[src/rtl/mario_motion_pkg.sv]
// Shared types and constants for Mario's motion control: jump sequencer states,
// USB HID key codes and the default jump profile length.
package mario_motion_pkg;

    typedef enum logic [2:0] {
        GROUND = 3'd0,
        LAUNCH = 3'd1,
        RISE   = 3'd2,
        FALL   = 3'd3,
        LAND   = 3'd4
    } jump_state_e;

    localparam logic [7:0] KEY_W     = 8'h1A;
    localparam logic [7:0] KEY_A     = 8'h04;
    localparam logic [7:0] KEY_D     = 8'h07;
    localparam logic [7:0] KEY_SPACE = 8'h2C;

    localparam int JUMP_FRAMES_DEF = 40;

    // True when any of the four packed keycode bytes equals code.
    function automatic logic key_match(input logic [31:0] kc, input logic [7:0] code);
        logic hit;
        hit = 1'b0;
        for (int i = 0; i < 4; i++) begin
            hit = hit | (kc[8*i +: 8] == code);
        end
        return hit;
    endfunction

endpackage

[src/rtl/key_edge_detect.sv]
// Decodes one key from the packed USB keycode word and flags its rising edge.
// Reusable for jump, left, right and fire keys.
module key_edge_detect
    import mario_motion_pkg::*;
(
    input  logic        clk_i,
    input  logic        rst_i,
    input  logic [31:0] keycode_i,
    input  logic [7:0]  key_code_i,
    output logic        key_now_o,
    output logic        key_rise_o
);

    logic key_prev_q;

    assign key_now_o  = key_match(keycode_i, key_code_i);
    assign key_rise_o = key_now_o & ~key_prev_q;

    // Remember last frame's key state for edge detection.
    always_ff @(posedge clk_i or posedge rst_i) begin
        if (rst_i) begin
            key_prev_q <= 1'b0;
        end else begin
            key_prev_q <= key_now_o;
        end
    end

endmodule

[src/rtl/jump_ctrl.sv]
// Vertical motion sequencer: launches the jump profile and muxes rise/fall/ground
// y velocity. Optional macro VARIABLE_JUMP_EN enables short hops on key release.
module jump_ctrl
    import mario_motion_pkg::*;
#(
    parameter logic [7:0] JUMP_KEY    = KEY_W,
    parameter int          JUMP_FRAMES = JUMP_FRAMES_DEF,
    parameter int          GRAV_DIV    = 4,
    parameter int          MAX_FALL    = 4,
    parameter int          COOLDOWN    = 2
) (
    input  logic        Reset,
    input  logic        frame_clk,
    input  logic [31:0] keycode,
    input  logic        on_ground,
    input  logic        hit_ceiling,
    input  logic [9:0]  jump_y_motion,
    output logic        jump_en,
    output logic [9:0]  y_motion,
    output logic        airborne
);

    localparam logic [5:0] GUARD_LOAD = 6'(JUMP_FRAMES);
    localparam logic [5:0] RISE_LAST  = 6'(JUMP_FRAMES - 1);
    localparam logic [3:0] DIV_LAST   = 4'(GRAV_DIV - 1);
    localparam logic [9:0] FALL_MAX   = 10'(MAX_FALL);
    localparam logic [3:0] COOL_LOAD  = 4'(COOLDOWN);

    jump_state_e state_q, state_d;
    logic [5:0]  guard_q, guard_d;
    logic [3:0]  cool_q, cool_d;
    logic [5:0]  rise_cnt_q, rise_cnt_d;
    logic [9:0]  fall_vel_q, fall_vel_d;
    logic [3:0]  div_cnt_q, div_cnt_d;
    logic        jump_en_q;
    logic        airborne_q;

    logic key_now_s;
    logic key_rise_s;
    logic release_s;
    logic short_hop_s;
    logic rise_exit_s;

    key_edge_detect u_key (
        .clk_i      (frame_clk),
        .rst_i      (Reset),
        .keycode_i  (keycode),
        .key_code_i (JUMP_KEY),
        .key_now_o  (key_now_s),
        .key_rise_o (key_rise_s)
    );

    assign release_s = ~key_now_s & (rise_cnt_q != 6'd0);
`ifdef VARIABLE_JUMP_EN
    assign short_hop_s = release_s;
`else
    // Key state is ignored once launched; every jump runs to apex, ceiling or timeout.
    assign short_hop_s = release_s & 1'b0;
`endif

    assign rise_exit_s = hit_ceiling
                       | ((rise_cnt_q != 6'd0) & ~jump_y_motion[9])
                       | (rise_cnt_q == RISE_LAST)
                       | short_hop_s;

    // Next-state and counter update logic.
    always_comb begin
        state_d    = state_q;
        cool_d     = cool_q;
        rise_cnt_d = rise_cnt_q;
        fall_vel_d = fall_vel_q;
        div_cnt_d  = div_cnt_q;
        if (guard_q != 6'd0) begin
            guard_d = guard_q - 6'd1;
        end else begin
            guard_d = guard_q;
        end

        case (state_q)
            GROUND: begin
                if (cool_q != 4'd0) begin
                    cool_d = cool_q - 4'd1;
                end else begin
                    cool_d = cool_q;
                end
                if (!on_ground) begin
                    state_d    = FALL;
                    fall_vel_d = 10'd0;
                    div_cnt_d  = 4'd0;
                end else if (key_rise_s && (guard_q == 6'd0) && (cool_q == 4'd0)) begin
                    state_d = LAUNCH;
                end else begin
                    state_d = GROUND;
                end
            end
            LAUNCH: begin
                state_d    = RISE;
                rise_cnt_d = 6'd0;
                guard_d    = GUARD_LOAD;
            end
            RISE: begin
                rise_cnt_d = rise_cnt_q + 6'd1;
                if (rise_exit_s) begin
                    state_d    = FALL;
                    fall_vel_d = 10'd0;
                    div_cnt_d  = 4'd0;
                end else begin
                    state_d = RISE;
                end
            end
            FALL: begin
                if (div_cnt_q == DIV_LAST) begin
                    div_cnt_d = 4'd0;
                    if (fall_vel_q < FALL_MAX) begin
                        fall_vel_d = fall_vel_q + 10'd1;
                    end else begin
                        fall_vel_d = fall_vel_q;
                    end
                end else begin
                    div_cnt_d = div_cnt_q + 4'd1;
                end
                if (on_ground) begin
                    state_d = LAND;
                end else begin
                    state_d = FALL;
                end
            end
            LAND: begin
                cool_d  = COOL_LOAD;
                state_d = GROUND;
            end
            default: begin
                state_d = GROUND;
            end
        endcase
    end

    // Sequencer state, counters and registered launch/airborne flags.
    always_ff @(posedge frame_clk or posedge Reset) begin
        if (Reset) begin
            state_q    <= GROUND;
            guard_q    <= 6'd0;
            cool_q     <= 4'd0;
            rise_cnt_q <= 6'd0;
            fall_vel_q <= 10'd0;
            div_cnt_q  <= 4'd0;
            jump_en_q  <= 1'b0;
            airborne_q <= 1'b0;
        end else begin
            state_q    <= state_d;
            guard_q    <= guard_d;
            cool_q     <= cool_d;
            rise_cnt_q <= rise_cnt_d;
            fall_vel_q <= fall_vel_d;
            div_cnt_q  <= div_cnt_d;
            jump_en_q  <= (state_d == LAUNCH);
            airborne_q <= (state_d == LAUNCH) || (state_d == RISE) || (state_d == FALL);
        end
    end

    // Final y velocity: profile while rising, gravity while falling, else still.
    always_comb begin
        y_motion = 10'd0;
        case (state_q)
            RISE:    y_motion = jump_y_motion;
            FALL:    y_motion = fall_vel_q;
            default: y_motion = 10'd0;
        endcase
    end

    assign jump_en  = jump_en_q;
    assign airborne = airborne_q;

endmodule

[config.mk]
export PLATFORM = sky130hd
export DESIGN_NAME = jump_ctrl
export DESIGN_NICKNAME = d
export VERILOG_FILES = /design/src/rtl/mario_motion_pkg.sv /design/src/rtl/key_edge_detect.sv /design/src/rtl/jump_ctrl.sv
export SDC_FILE = /design/constraint.sdc
export NUM_CORES = 1
export LEC_CHECK = 0
export ABC_AREA = 1
export CAP_MARGIN = 20
export CORE_MARGIN = 2
export CORE_UTILIZATION = 48
export CTS_BUF_LIST = sky130_fd_sc_hd__clkbuf_16
export DETAILED_ROUTE_END_ITERATION = 6
export PLACE_DENSITY = 0.8
export SLEW_MARGIN = 40
export SYNTH_ARGS = -nofsm -noshare
export SYNTH_HDL_FRONTEND = slang
export SYNTH_SLANG_ARGS = --single-unit
[constraint.sdc]
create_clock -name frame_clk -period 1.9 [get_ports frame_clk]
set_input_delay 0.38 -clock frame_clk [delete_from_list [all_inputs] [get_ports frame_clk]]
set_output_delay 0.38 -clock frame_clk [all_outputs]
set_load 0.1 [all_outputs]
==> results.sh <==
export IMPL_status="finished, final reports clean"
export IMPL_path_max_fanout=8
export IMPL_final_common_cell="nand2_1"
export IMPL_numPortBuffers=57
export IMPL_dieArea_mm2=0.00479
export IMPL_rr_worst_depth=8
export IMPL_worstSetupPathType="reg -> out"
export IMPL_yosysSeqAreaShare_pct=44.1
export IMPL_timing_final_hold_violations=0
export IMPL_clk_latency_ps=280
export IMPL_grt_pass1_wl_mm=8.45
export IMPL_synth_seq_cells=36
export IMPL_rows=23
export IMPL_synthToLayoutAreaGrowth_pct=48.1
export IMPL_relSlewSlack_pct=69.8
export IMPL_yosys_area_top_type="dfrtp_1"
export IMPL_gp_congestion=0.824
export IMPL_core_mm2=0.00406
export IMPL_synth_area_top_cells="dfrtp_1 (44%), nand2_1 (10%), inv_1 (8.3%)"
export IMPL_synth_nets=315
export IMPL_worst_r2r_endpoint="cool_q[1]"
export IMPL_wl_per_cell_um=13.0
export IMPL_crit_arrival_ps=1490
export IMPL_ys_warn_count=0
export IMPL_timing_final_crit_share_pct=98.6
export IMPL_hold_end="fall_vel_q[7]"
export IMPL_drc_errors=0
export IMPL_firstDrtPassIters=4
export IMPL_start_util_pct=50.3
export IMPL_cts_path_max_buffers=2
export IMPL_ys_types=30
export IMPL_p_leak_nw=1.51
export IMPL_synth_edf_count=0
export IMPL_cap_violations=0
export IMPL_ioPinCount=58
export IMPL_syn_inst=261
export IMPL_ir_drop_mv=1.26
export IMPL_holdBufCountCts=0
export IMPL_finalNetCount=382
export IMPL_powerDensity_mw_per_mm2=1590
export IMPL_final_max_slew_viol_count=0
export IMPL_synthDominantCellAreaShare_pct=44.1
export IMPL_max_freq_mhz=534
export IMPL_async_reset_ff_share_pct=100
export IMPL_pre_cts_ws_ps=102
export IMPL_holdPathStages=2
export IMPL_cts_tree="built"
export IMPL_worst_hold_startpoint="fall_vel_q[7]"
export IMPL_fin_skew_ps=6.59
export IMPL_first_global_vias=1940
export IMPL_synth_ff_type="dfrtp_1"
export IMPL_die_y_um=69.2
export IMPL_grt_max_degree=37
export IMPL_worstMarginPinSlew_ps=454
export IMPL_clock_sinks=36
export IMPL_dr_first_iter_drc_count=98
export IMPL_fin_tns_setup_ps=0
export IMPL_dp_hpwl_mm=3.49
export IMPL_final_cell_mix="nand2_1 (55), inv_1 (46), clkdlybuf4s50_1 (45)"
export IMPL_start_kind="flop"
export IMPL_drive_gt1_share_pct=15.8
export IMPL_cp_required_ps=1520
export IMPL_end_kind="primary output"
export IMPL_die_w_um=69.2
export IMPL_worst_slack_ps=27.4
export IMPL_finalSetupViolations=0
export IMPL_grtUsageTotal_pct=21.7
export IMPL_vias_per_cell=5.10
export IMPL_n_antenna_cell=0
export IMPL_rsz0062_at_grt="yes"
export IMPL_hold_class="reg -> reg"
export IMPL_synth_area_mm2=0.00204
export IMPL_crit_reg2reg_launch="state_q[1]"
export IMPL_root_buffer="clkbuf_16"
export IMPL_htreeDepth=2
export IMPL_routed_via_count=1933
export IMPL_syn_area_per_cell_um2=7.82
export IMPL_path_clk_slew_ps=50
export IMPL_wl_mm=4.93
export IMPL_grt_remaining_overflow=0
export IMPL_final_util_pct=74.5
export IMPL_cts_buffers=5
export IMPL_fin_crit_ps=1870
export IMPL_antenna_found_initial=0
export IMPL_ant_nets=0
export IMPL_rrSetupSlack_ps=300
==> area by class of cell <==
class / count / area [um2]
Multi-Input combinational cell: 173 / 996
Inverter: 50 / 195
Clock buffer: 5 / 125
Tap cell: 50 / 62.6
Timing Repair Buffer: 62 / 703
Fill cell: 263 / 1030
Clock inverter: 3 / 38.8
Sequential cell: 36 / 902
==> Yosys cell counts, types with 3 or more instances <==
| cell | n |
|---|---|
| a21oi_1 | 7 |
| a22o_1 | 5 |
| dfrtp_1 | 36 |
| ha_1 | 8 |
| inv_1 | 45 |
| inv_2 | 5 |
| nand2_1 | 55 |
| nand3_1 | 12 |
| nand4_1 | 4 |
| nor2_1 | 39 |
| o21ai_0 | 7 |
| o21ai_1 | 8 |
| xnor2_1 | 3 |
| xor2_1 | 5 |
==> how the worst max path moves through the flow <==
stage,slack (ps),cells past startpoint,from,to
after detailed placement,100,7,on_ground,div_cnt_q[0]
final,30,5,state_q[2],y_motion[9]
after global routing,-30,6,state_q[0],y_motion[6]
after CTS,-30,6,state_q[0],y_motion[8]
after floorplan,-150,4,state_q[2],y_motion[9]
after global placement,170,7,on_ground,div_cnt_q[0]
==> what timing repair did <==
item                                    CTS  global route
resized for setup                         4             5
pin swaps                                 0             0
endpoints found under the setup margin   10            10
gates cloned                              0             0
buffers inserted                          1             1
==> where the power goes <==
group	total [W]	switching, W	internal (W)	leakage, nW
Clock	0.000915	0.000304	0.000611	0.0850
Sequential	0.00119	0.000189	0.000999	0.466
Combinational	0.00271	0.00175	0.000959	0.954
Total	0.00482	0.00225	0.00257	1.51
==> registers in the layout, summed over array words and instances (netlist names) <==
name / count
state_q: 3
rise_cnt_q: 6
jump_en: 1
guard_q: 6
fall_vel_q: 10
u_key.key_prev_q: 1
cool_q: 4
div_cnt_q: 4
airborne: 1
==> cells by family (layout without fill, tap and decap cells) <==
group                      after synthesis  count (layout)  synth area share (%)
AOI/OAI and AO/OA                       37              37                  12.2
xor gates and xnor gates                 8               8                  3.43
adders and majority gates                8               8                  4.91
buffers and inverters                   52             120                  9.69
DFF                                     36              36                  44.1
and+or+nand+nor                        120             120                  25.6
==> per-stage QoR <==
stage | instance area [um2] | hold slack (ps) | instances | power, W
after floorplan | 2060 | 436 | 261 | 0.00298
after global placement | 2810 | 451 | 369 | 0.00369
after detailed placement | 2810 | 454 | 369 | 0.00376
after CTS | 2990 | 467 | 378 | 0.00475
after global routing | 3020 | 487 | 379 | 0.00510
final | 3020 | 469 | 379 | 0.00482
==> critical path, cell delays in order (launching register included) <==
cell     delay (ps)
dfrtp_1         410
inv_4           110
nand3_4         100
buf_4           200
o22ai_4         190
buf_12          200
==> layer usage <==
metal	routed length (um)	up-vias	track usage, %
met5	0	-	0
met4	28	0	7.41
met3	226	4	5.23
met2	2590	61	37.4
met1	2090	906	26.5
li1	-	962	-
Note: power is estimated with default switching activity, not from simulation.
==> RTL change 1: new RTL, same flow settings <==
Put a register stage on the output `y_motion`, without a reset. The value now appears one clock later. The other outputs are not delayed to match.
--- a/src/rtl/jump_ctrl.sv
+++ b/src/rtl/jump_ctrl.sv
@@ -25,6 +25,8 @@
     localparam logic [3:0] DIV_LAST   = 4'(GRAV_DIV - 1);
     localparam logic [9:0] FALL_MAX   = 10'(MAX_FALL);
     localparam logic [3:0] COOL_LOAD  = 4'(COOLDOWN);
+
+    logic [9:0] y_motion_d;
 
     jump_state_e state_q, state_d;
     logic [5:0]  guard_q, guard_d;
@@ -160,16 +162,20 @@
 
     // Final y velocity: profile while rising, gravity while falling, else still.
     always_comb begin
-        y_motion = 10'd0;
+        y_motion_d = 10'd0;
         case (state_q)
-            RISE:    y_motion = jump_y_motion;
-            FALL:    y_motion = fall_vel_q;
-            default: y_motion = 10'd0;
+            RISE:    y_motion_d = jump_y_motion;
+            FALL:    y_motion_d = fall_vel_q;
+            default: y_motion_d = 10'd0;
         endcase
     end
 
     assign jump_en  = jump_en_q;
     assign airborne = airborne_q;
 
+    always_ff @(posedge frame_clk) begin
+        y_motion <= y_motion_d;
+    end
+
 endmodule
 
Behaviour: not the same (Yosys sat finds a counterexample within 4 cycles, from zero or initial values and one cycle with Reset high).
==> RTL change 1 against the unedited design <==
  * Sequential cell count grew 10
  * Power shrank 1.9%
  * Area after synthesis grew 8.3%
  * Sequential share of layout area grew 7.0 points
  * Wire length shrank 4.4%
  * Worst setup slack gained 290 ps
  * Final area shrank 1.2%
  * Critical path depth grew 3
  * Largest cell class is now flip-flops and latches
==> RTL change 1: results (changes against the unedited design) <==
{| class="wikitable"
! Metric !! Value
|-
| Port-buffer cells || 57 (unchanged)
|-
| Detailed Place HPWL || 3580 um (+2.6%)
|-
| Number of buffers on the longest clock path || 2 (unchanged)
|-
| Startpoint of the worst hold path || cool_q[0]
|-
| Synthesized Nets || 322 (+2.2%)
|-
| Launch point of the critical path || rise_cnt_q[0]
|-
| Leakage power of the design || 1.49 nW (-1.1%)
|-
| Cell accounting for the most synthesized area || dfrtp_1
|-
| Slew headroom || 0.696 (-0.00150)
|-
| Share of layout cells above drive strength 1 || 0.132 (-0.0259)
|-
| First drt pass iteration count || 4 (unchanged)
|-
| Worst slack after detailed placement || 45.5 ps (-56.7 ps)
|-
| Cell types with the highest counts after synthesis || nand2_1 (59), dfrtp_1 (36), inv_1 (36)
|-
| H-tree depth reported by CTS || 2 (unchanged)
|-
| WHS || 486 ps (+17.2 ps)
|-
| Leading registers by flop count || fall_vel_q: 10 flops, y_motion: 10 flops
|-
| Arrival time reported for the critical path endpoint || 1760 ps (+270 ps)
|-
| Max-capacitance violation count || 0 (unchanged)
|-
| Hold Path Cell Cnt || 1 (-1)
|-
| Sequential area share after synthesis || 0.498 (+0.0566)
|-
| Largest net degree at the start of global routing || 37 (unchanged)
|-
| WL/cell || 12.3 um (-5.8%)
|-
| Post-CTS Resized || 0 (-4)
|-
| Result of the run || completed
|-
| Switching share of power || 0.456 (-0.0106)
|-
| Total track usage || 0.204 (-0.0125)
|-
| Average footprint of a synthesized cell || 8.25 um^2 (+5.5%)
|-
| Total instance count after detailed placement || 377 (+2.2%)
|-
| Maximum fanout count along the critical path || 13 (+5)
|-
| Clock transition at path regs || about 60 ps
|-
| Worst-case clock skew || 3.47 ps (-3.12 ps)
|-
| Hold Path Class || reg -> reg
|-
| First DRT Iteration DRCs || 69 (-30%)
|-
| First-pass GRT wire length || 8160 um (-3.5%)
|-
| Leading post-synthesis cells by cell area || dfrtp_1 (41%), nand2_1 (10%), dfxtp_1 (9.1%)
|-
| Final critical-path setup slack || 318 ps (+290 ps)
|-
| Dominant register cell in the synthesized netlist || dfrtp_1
|-
| Worst-case vdd ir drop || 1.22 mV (-3.1%)
|-
| Total wirelength of the detailed-routed design || 4720 um (-4.4%)
|-
| Asr flop ratio synth || 0.783 (-0.217)
|-
| Cell area reported after detailed placement || 2820 um^2 (+0.45%)
|-
| Via count of the first global-routing pass || 1930 (-0.52%)
|-
| Worst setup slack for register-to-register paths || 320 ps (+20 ps)
|-
| Placer's final routability congestion estimate || 0.777 (-5.8%)
|-
| Setup crit end || fall_vel_q[2]
|-
| Final-stage net count || 386 (+1.0%)
|-
| Netlist cell types || 27 (-10%)
|-
| Count of buffers added by post-CTS timing repair for setup || 0 (-1)
|-
| Detailed-route vias per instance || 4.84 (-5.1%)
|-
| CTS Root Buffer Type || clkbuf_16
|-
| WHS Endpoint || cool_q[0]
|}
RTL change 1: cell count changes after synthesis, moves of 4 or more:
cell	before	now
dfxtp_1	0	10
inv_1	45	36
nand2_1	55	59
inv_2	5	13
o21ai_0	7	11
nor2_1	39	34
RTL change 1: power by group through the flow:
| stage | Sequential (mW) | Combinational (mW) | Clock (mW) |
|---|---|---|---|
| after floorplan | 2.17 | 1.06 | 0 |
| after global placement | 1.49 | 2.21 | 0 |
| after detailed placement | 1.50 | 2.25 | 0 |
| after CTS | 1.49 | 2.26 | 1.01 |
| after global routing | 1.52 | 2.46 | 1.04 |
| final | 1.49 | 2.25 | 0.989 |
RTL change 1: final cells by class:
| type | count | area [um^2] |
|---|---|---|
| Tap cell | 52 | 65.1 |
| Clock buffer | 5 | 125 |
| Fill cell | 356 | 1400 |
| Clock inverter | 3 | 45.0 |
| Multi-Input combinational cell | 170 | 905 |
| Sequential cell | 46 | 1100 |
| Timing Repair Buffer | 60 | 563 |
| Inverter | 49 | 184 |
RTL change 1: logic make-up after synthesis:
group,Yosys count,synth area share
DFF,46,0.498
AOI/OAI and AO/OA,40,0.113
xor gates and xnor gates,8,0.0317
adders and majority gates,8,0.0453
buffers and inverters,52,0.0928
and+or+nand+nor,114,0.220
RTL change 1: routing by layer:
| metal | wire (um) | global-route usage |
|---|---|---|
| met5 | 0 | 0 |
| met4 | 76 | 0.0881 |
| met3 | 123 | 0.0605 |
| met2 | 2390 | 0.341 |
| met1 | 2130 | 0.246 |
RTL change 1: worst max-delay path: stages, from the launching register on:
cell and delay [ps]:
dfrtp_1 380, ha_1 180, nand2_1 80, inv_1 80
nand3_1 110, nand4_2 140, nand3_2 270, nand2_1 170
o21ai_2 60
==> RTL change 2: new RTL, config.mk and constraints unchanged <==
Made on the original files. Add a define of `VARIABLE_JUMP_EN`.
--- a/src/rtl/jump_ctrl.sv
+++ b/src/rtl/jump_ctrl.sv
@@ -1,5 +1,7 @@
 // Vertical motion sequencer: launches the jump profile and muxes rise/fall/ground
 // y velocity. Optional macro VARIABLE_JUMP_EN enables short hops on key release.
+`define VARIABLE_JUMP_EN
+
 module jump_ctrl
     import mario_motion_pkg::*;
 #(
Behaviour: not the same (Yosys sat finds a counterexample within 10 cycles, from zero or initial values and one cycle with Reset high).
==> RTL change 2 against the unedited design <==
  * The run now ends with setup timing left
  * Final area is 3.1% higher
  * Clock skew hardly changed
  * Power is 1.9% lower
  * Worst setup slack worse by 31 ps
  * First-iteration DRC count is 7.1% lower
  * Area after synthesis is 1.7% higher
  * Register-to-register slack worse by 40 ps
  * Sequential power is 4% lower
  * Wire length is 3.9% higher
  * Sequential cell count stayed put
  * Critical path type unchanged
  * Largest power group unchanged
  * Highest routed layer unchanged
==> RTL change 2: results (changes against the unedited design) <==
{| class="wikitable"
! Metric !! Value
|-
| Result of the run || finished, violations left
|-
| Violated checks || setup timing
|-
| Sum of negative setup slack || -3.57 ps (-3.57 ps)
|-
| Synthesized Nets || 321 (+1.9%)
|-
| Final setup violation count || 1 (+1)
|-
| Met2 track demand over resource in global routing || 0.399 (+0.0246)
|-
| Sequential area share after synthesis || 0.434 (-0.00719)
|-
| Total track usage || 0.222 (+0.00527)
|-
| Final critical-path setup slack || -3.57 ps (-30.9 ps)
|-
| Worst-case clock skew || 6.47 ps (-0.128 ps)
|-
| Placer's final routability congestion estimate || 0.824 (about the same)
|-
| Netlist cell types || 32 (+6.7%)
|-
| Leakage power of the design || 1.54 nW (+2.5%)
|-
| Worst setup slack for register-to-register paths || 260 ps (-40 ps)
|-
| Total instance count after detailed placement || 377 (+2.2%)
|-
| First DRT Iteration DRCs || 91 (-7.1%)
|-
| Non-filler cells, final || 389 (+2.6%)
|-
| Maximum fanout count along the critical path || 12 (+4)
|-
| Share of layout cells above drive strength 1 || 0.171 (+0.0130)
|-
| Total wirelength of the detailed-routed design || 5130 um (+3.9%)
|-
| Arrival time reported for the critical path endpoint || 1520 ps (+30 ps)
|-
| Worst-case vdd ir drop || 0.972 mV (-23%)
|-
| Slew at the pin closest to its max-slew limit || 445 ps (-8.51 ps)
|-
| Detailed-route vias per instance || 4.94 (-3.1%)
|-
| Cell types with the highest counts after synthesis || nand2_1 (61), inv_1 (49), dfrtp_1 (36)
|-
| First-pass GRT wire length || 8760 um (+3.7%)
|-
| Detailed Place HPWL || 3770 um (+8.1%)
|-
| Worst slack after detailed placement || 39.3 ps (-63.0 ps)
|-
| Global routing met1 resource utilization || 0.251 (-0.0140)
|}
[RTL change 2: kinds of logic (layout without fill, tap and decap cells)]
group,count (synthesis),count (layout),synth area share
simple gates,124,124,0.275
buf+inv,55,127,0.102
compound gates,37,37,0.111
flops,36,36,0.434
fa+ha+maj,8,8,0.0483
xor+xnor,7,7,0.0296
[RTL change 2: what timing repair did]
action | CTS | global route
endpoints found under the hold margin | 0 | 0
gates resized for setup | 3 | 14
buffers inserted | 1 | 3
endpoints found under the setup margin | 10 | 10
[RTL change 2: area by class of cell]
type                            count  share of cell area
Multi-Input combinational cell    176               0.337
Inverter                           53              0.0670
Sequential cell                    36               0.289
Clock inverter                      3             0.00762
Tap cell                           50              0.0201
Timing Repair Buffer               66               0.239
Clock buffer                        5              0.0401
[RTL change 2: critical path, cell delays in order (launching register included)]
cell	delay [ps]
dfrtp_1	410
inv_2	80
nor2_4	140
nand2_4	80
buf_12	160
o21ai_4	150
buf_12	190
[RTL change 2: report_power, final]
part           switching, mW  total (mW)  internal (mW)
clock                  0.324       0.811          0.487
sequential             0.155        1.14          0.982
combinational           1.79        2.78          0.985
[RTL change 2: metal layers]
metal / wire length [um] / part of all wire
met2: 2720 / 0.53
met4: 106 / 0.021
met1: 2070 / 0.40
met5: 0 / 0
met3: 236 / 0.046
[RTL change 2: worst paths after layout]
kind                               start       endpoint
min reg2reg                fall_vel_q[3]  fall_vel_q[3]
min                        fall_vel_q[3]  fall_vel_q[3]
min in group asynchronous          Reset   div_cnt_q[1]
max reg2reg                   state_q[0]  fall_vel_q[2]
max                           state_q[1]    y_motion[6]
max in group asynchronous          Reset     state_q[2]
